$ cat src/rtl/servo_pkg.sv
// Shared servo timing constants and decoder state encoding.
// Latency: n/a (declarations only).
// Backpressure: n/a.
package servo_pkg;

  localparam int CLK_HZ             = 50_000_000;
  localparam int CLKS_PER_DEG       = 515;       // 10.3 us per degree
  localparam int MIN_PULSE_CLKS     = 27_250;    // 545 us at 0 degrees
  localparam int MAX_PULSE_CLKS     = 125_000;   // 2.5 ms, longer is illegal
  localparam int MAX_ANGLE          = 180;
  localparam int FRAME_TIMEOUT_CLKS = 1_250_000; // 25 ms rise-to-rise

  localparam int WIDTH_W = 18;
  localparam int FRAME_W = 21;
  localparam int PHASE_W = 10;
  localparam int ANGLE_W = 8;

  typedef enum logic [2:0] {
    WAIT_LOW,
    WAIT_RISE,
    MEASURE,
    DONE,
    STUCK_HIGH
  } dec_state_t;

endpackage

$ cat src/rtl/pwm_in_sync.sv
// Two-flop synchronizer for the PWM input with rise/fall strobes.
// Latency: sync follows pwm_in after 2 clk edges; rise/fall are combinational on sync.
// Backpressure: none, free-running.
module pwm_in_sync (
  input  logic clk,
  input  logic rst_n,
  input  logic pwm_in,
  output logic sync,
  output logic rise,
  output logic fall
);

  logic meta;
  logic prev;

  // Resetting the chain to 1 means a line already high at reset release
  // never produces a rise, so a partial pulse cannot start a measurement.
  always_ff @(posedge clk or negedge rst_n) begin
    if (!rst_n) begin
      meta <= 1'b1;
      sync <= 1'b1;
      prev <= 1'b1;
    end else begin
      meta <= pwm_in;
      sync <= meta;
      prev <= sync;
    end
  end

  assign rise = sync & ~prev;
  assign fall = ~sync & prev;

endmodule

$ cat src/rtl/pwm_angle_decoder.sv
// Measures servo pulse high time and converts it to an angle 0..MAX_ANGLE.
// Latency: angle/strobe update 4 clk edges after pwm_in is first sampled low.
// Backpressure: none; one result per pulse, strobed for a single cycle.
module pwm_angle_decoder #(
  parameter int CLKS_PER_DEG       = servo_pkg::CLKS_PER_DEG,
  parameter int MIN_PULSE_CLKS     = servo_pkg::MIN_PULSE_CLKS,
  parameter int MAX_PULSE_CLKS     = servo_pkg::MAX_PULSE_CLKS,
  parameter int MAX_ANGLE          = servo_pkg::MAX_ANGLE,
  parameter int FRAME_TIMEOUT_CLKS = servo_pkg::FRAME_TIMEOUT_CLKS
) (
  input  logic       clk,
  input  logic       rst_n,
  input  logic       pwm_in,
  output logic [7:0] angle,
  output logic       angle_strobe,
  output logic       angle_valid,
  output logic       pulse_err,
  output logic       signal_lost
);

  import servo_pkg::*;

  // Degree counting starts half a degree early so the floor division rounds.
  localparam logic [WIDTH_W-1:0] START_W   = WIDTH_W'(MIN_PULSE_CLKS - CLKS_PER_DEG / 2);
  localparam logic [WIDTH_W-1:0] MAX_W_M1  = WIDTH_W'(MAX_PULSE_CLKS - 1);
  localparam logic [PHASE_W-1:0] PH_LAST   = PHASE_W'(CLKS_PER_DEG - 1);
  localparam logic [ANGLE_W-1:0] DEG_MAX   = ANGLE_W'(MAX_ANGLE);
  localparam logic [FRAME_W-1:0] FRAME_LIM = FRAME_W'(FRAME_TIMEOUT_CLKS);

  logic sync, rise, fall;

  dec_state_t state_q, state_d;
  logic [WIDTH_W-1:0] width_q;
  logic [PHASE_W-1:0] phase_q;
  logic [ANGLE_W-1:0] deg_q;
  logic [FRAME_W-1:0] frame_q;

  logic done_ok, done_bad, overflow, timeout;

  pwm_in_sync u_sync (
    .clk    (clk),
    .rst_n  (rst_n),
    .pwm_in (pwm_in),
    .sync   (sync),
    .rise   (rise),
    .fall   (fall)
  );

  assign timeout = (frame_q == FRAME_LIM);

  // State register.
  always_ff @(posedge clk or negedge rst_n) begin
    if (!rst_n) state_q <= WAIT_LOW;
    else        state_q <= state_d;
  end

  // Next-state decode and per-pulse result flags.
  always_comb begin
    state_d  = state_q;
    done_ok  = 1'b0;
    done_bad = 1'b0;
    overflow = 1'b0;
    case (state_q)
      WAIT_LOW:   if (!sync) state_d = WAIT_RISE;
      WAIT_RISE:  if (rise) state_d = MEASURE;
      MEASURE: begin
        if (fall) begin
          state_d = DONE;
        end else if (width_q >= MAX_W_M1) begin
          // This cycle is high sample MAX_PULSE_CLKS+1: the pulse is too long.
          overflow = 1'b1;
          state_d  = STUCK_HIGH;
        end
      end
      DONE: begin
        state_d = WAIT_RISE;
        if (width_q >= START_W) done_ok  = 1'b1;
        else                    done_bad = 1'b1;
      end
      STUCK_HIGH: if (!sync) state_d = WAIT_RISE;
      default:    state_d = WAIT_LOW;
    endcase
  end

  // Width/phase/degree counters; the fall cycle is counted so width ends at W.
  always_ff @(posedge clk or negedge rst_n) begin
    if (!rst_n) begin
      width_q <= '0;
      phase_q <= '0;
      deg_q   <= '0;
    end else if (state_q == WAIT_RISE && rise) begin
      width_q <= '0;
      phase_q <= '0;
      deg_q   <= '0;
    end else if (state_q == MEASURE) begin
      width_q <= width_q + WIDTH_W'(1);
      if (width_q >= START_W) begin
        if (phase_q == PH_LAST) begin
          phase_q <= '0;
          if (deg_q != DEG_MAX) deg_q <= deg_q + ANGLE_W'(1);
        end else begin
          phase_q <= phase_q + PHASE_W'(1);
        end
      end
    end
  end

  // Frame watchdog: rise-to-rise counter, saturating at the timeout.
  always_ff @(posedge clk or negedge rst_n) begin
    if (!rst_n)        frame_q <= '0;
    else if (rise)     frame_q <= '0;
    else if (!timeout) frame_q <= frame_q + FRAME_W'(1);
  end

  // Result registers; a good pulse wins over a simultaneous timeout.
  always_ff @(posedge clk or negedge rst_n) begin
    if (!rst_n) begin
      angle        <= '0;
      angle_strobe <= 1'b0;
      angle_valid  <= 1'b0;
      pulse_err    <= 1'b0;
      signal_lost  <= 1'b0;
    end else begin
      angle_strobe <= done_ok;
      pulse_err    <= done_bad | overflow;
      if (done_ok) begin
        angle       <= deg_q;
        angle_valid <= 1'b1;
        signal_lost <= 1'b0;
      end else if (timeout) begin
        angle_valid <= 1'b0;
        signal_lost <= 1'b1;
      end
    end
  end

endmodule

$ cat config.mk
export PLATFORM = sky130hd
export DESIGN_NAME = pwm_angle_decoder
export DESIGN_NICKNAME = d
export VERILOG_FILES = /design/src/rtl/servo_pkg.sv /design/src/rtl/pwm_in_sync.sv /design/src/rtl/pwm_angle_decoder.sv
export SDC_FILE = /design/constraint.sdc
export NUM_CORES = 1
export LEC_CHECK = 0
export CORE_ASPECT_RATIO = 1.4
export CORE_UTILIZATION = 55
export DETAILED_ROUTE_END_ITERATION = 16
export PLACE_DENSITY = 0.78
export SLEW_MARGIN = 20
export SYNTH_ARGS = -nofsm -noshare
export SYNTH_HDL_FRONTEND = slang
export SYNTH_HIERARCHICAL = 1
export SYNTH_SLANG_ARGS = --single-unit
$ cat constraint.sdc
create_clock -name clk -period 2.5 [get_ports clk]
set_clock_uncertainty 0.1 [all_clocks]
set_input_delay 0.75 -clock clk [delete_from_list [all_inputs] [get_ports clk]]
set_output_delay 0.75 -clock clk [all_outputs]
set_load 0.005 [all_outputs]
==> metrics.md <==
| Metric | Value |
|---|---|
| I/O pins | 15 |
| Slowest cell on crit path | a2111oi_0 |
| Post-route ant nets | 0 |
| DRT Pass-1 Iters | 5 |
| Cell mode on critical path | nand2_1 |
| WP data required | 2630 ps |
| Placed insts | 490 |
| Max-slew headroom at the worst pin | 0.583 |
| Post-Synthesis Cells | 388 |
| Max VDD drop | 0.372 mV |
| CTS H-tree lvls | 3 |
| Finished Layout Cells | 506 |
| Max-cap violations | 0 |
| Post-route clock period utilization | 0.914 |
| Post-synth EDFFs | 0 |
| Grt total ovfl | 0 |
| Syn avg cell area | 9.83 sq um |
| Routed via count | 2938 |
| Top FF cell, synth | dfrtp_1 |
| RSZ-0062 raised after global routing | no |
| Total track usage | 0.226 |
| Fmax | 438 MHz |
| Core Footprint | 6660 sq um |
| Startpoint Class | flip-flop |
| FFs w/ async S/R, synth | 1.00 |
| First-pass GRT wire length | 13000 microns |
| Clock transition at path regs | 80 ps |
| Port bufs | 14 |
| Filler cell count | 539 |
| # setup viols final | 0 |
| CP top delay family | compound AO/OA/AOI/OAI gates |
| Initial Util | 0.573 |
| Critical path class | flip-flop to flip-flop |
| Die H | 101 microns |
| Critical path peak fanout | 5 |
| Post-CTS Setup Repair Bufs | 0 |
| CTS tree | yes |
| CP Buf/Inv Count | 0 |
| DPL Wire Length | 5010 microns |
| Fin. max-slew vios | 0 |
| Final min period | 2280 ps |
| Clk buf depth | 2 |
| Latest clock arrival within the worst-skew pair | 340 ps |
| Root Buffer | clkbuf_8 |
| P&R area growth vs syn | 12.6% |
| DR WL/cell | 14.5 microns |
| Most frequent cells in the layout | dfrtp_1 (72), nor2_1 (46), nand2_1 (24) |
| Seq/Total Area, Yosys | 0.493 |
| Die X | 72.4 microns |
| Vias per cell | 5.81 |
| Setup TNS | 0 ps |
| Layout cell share with drive strength beyond 1 | 0.111 |
| Final WL | 7320 microns |
| Synthesis Warnings | 6 |
| Row count | 35 |
| Mapped Area | 3810 sq um |
| Nets | 421 |
| Tightest Pin Transition | 619 ps |
| DRC | 0 |
| Final Hold Vio Count | 0 |
| Yosys cell types | 52 |
| Status | completed |
| Number of buffers created by CTS | 9 |
| Endpoint class of the critical path | flip-flop |
| Critical path arrival | 2410 ps |
| Diodes inserted | 0 |
| Worst hold path type | primary input to asynchronous set/reset pin |
| Final estimated routing congestion in global placement | 0.810 |
| Antenna violations before repair | 0 |
| Total clock sinks | 75 |
| Power per Cell Area | 598 nW/um^2 |
| Yosys reg bits | 75 |
| Max stage delay on crit path | 580 ps |
| Full die area | 7280 sq um |
| Commonest non-fill, non-tap cell in the layout | dfrtp_1 |
| Vias in the first global route | 2895 |
| Largest net degree at the start of global routing | 39 |
| Design Power | 0.00257 W |
| Initial DRC Count | 126 |
| Leak | 1.84 nW |
| Critical-path cell list | ha_1 -> a2111o_1 -> a2111oi_0 -> o21ai_0 -> nand2_1 -> nand2_1 |
| Syn Nets | 400 |
metrics by stage:
stage               setup WS [ps]  utilization  hold WS, ps  instance area [sq um]
CTS                           106        0.645          259                   4300
finish                        216        0.645          257                   4300
detailed placement            126        0.616          247                   4100
global placement              247        0.616          247                   4100
global route                 90.4        0.645          268                   4300
floorplan                     430            -          245                   3810
path summary, 6_finish.rpt:
path / from / slack, ps / to / cells after the start
worst max register to register: width_q[0] / 220 / state_q[2] / 6
worst min register to register: u_sync/meta / 260 / u_sync/sync / 0
max in group asynchronous: rst_n / 1480 / frame_q[18] / 2
worst min-delay path: rst_n / 260 / phase_q[4] / 1
worst max-delay path: width_q[0] / 220 / state_q[2] / 6
min in group clk: u_sync/meta / 260 / u_sync/sync / 0
kinds of logic (layout without fill, tap and decap cells):
family                   after synthesis  after routing  share of synthesized area
AND/OR/NAND/NOR                      175            175                      0.250
flip-flops                            75             75                      0.493
AO/OA/AOI/OAI                         59             59                     0.0958
XOR/XNOR                              30             30                     0.0689
buffers and inverters                 28             54                     0.0289
multiplexers                          12             12                     0.0344
adder cells (fa/ha/maj)                9              9                     0.0295
metal layers:
metal	GRT usage	share of wire	wire (microns)	up-vias
li1	-	-	-	1438
met2	0.377	0.50	3660	45
met4	0.0920	0.019	141	0
met3	0.0430	0.028	203	10
met5	0	0	0	-
met1	0.287	0.45	3320	1445
report_power, final:
group / leakage (nW) / internal [W] / total [W] / switching (W)
clock: 0.0950 / 0.000457 / 0.000907 / 0.000451
sequential: 1.03 / 0.00127 / 0.00136 / 0.0000886
combinational: 0.719 / 0.000121 / 0.000296 / 0.000175
cell usage after synthesis (all sizes together), types with 2 or more instances:
cell     n  share of area
xor2    13          0.030
mux2     9          0.027
a31o     2         0.0046
or4b     2         0.0052
o211ai   3         0.0059
and3    15          0.025
inv     16          0.016
dfrtp   72           0.47
o21a     3         0.0059
nand2b   4         0.0066
ha       9          0.030
nand4   18          0.030
nand3   19          0.025
o31ai    2         0.0039
mux2i    3         0.0079
buf      4         0.0052
or4      2         0.0039
clkbuf   8         0.0079
xnor2   17          0.039
nor3     9          0.013
nor3b    2         0.0069
o21ai   20          0.026
a21oi   18          0.024
dfstp    3          0.021
or3     11          0.018
a31oi    3         0.0066
nand2   24          0.024
nor2b    3         0.0049
nor2    47          0.048
nor4     7          0.011
nor4b    4         0.0092
worst register-to-register path: cells and delay by family (launching register included):
| family | cells | cell delay [ps] |
|---|---|---|
| adder cells (fa/ha/maj) | 1 | 240 |
| flip-flops | 1 | 430 |
| AND/OR/NAND/NOR | 2 | 190 |
| AO/OA/AOI/OAI | 3 | 1210 |
area by class of cell:
class | count | area, sq um | area share
Sequential cell | 75 | 1880 | 0.438
Multi-Input combinational cell | 285 | 1820 | 0.425
Timing Repair Buffer | 22 | 223 | 0.0518
Clock buffer | 9 | 124 | 0.0288
Tap cell | 92 | 115 | 0.0268
Clock inverter | 7 | 68.8 | 0.0160
Inverter | 16 | 60.1 | 0.0140
registers in the layout (all words and copies together) (netlist names):
signal        count
signal_lost       1
frame_q          21
state_q           3
angle             8
deg_q             8
u_sync/meta       1
u_sync/prev       1
u_sync/sync       1
pulse_err         1
angle_strobe      1
width_q          18
phase_q          10
angle_valid       1
timing repair:
item | in CTS | in global routing
resized for setup | 0 | 1
endpoints found under the setup margin | 0 | 1
hold buffers | 0 | 0
Note: power is estimated with default switching activity, not from simulation.
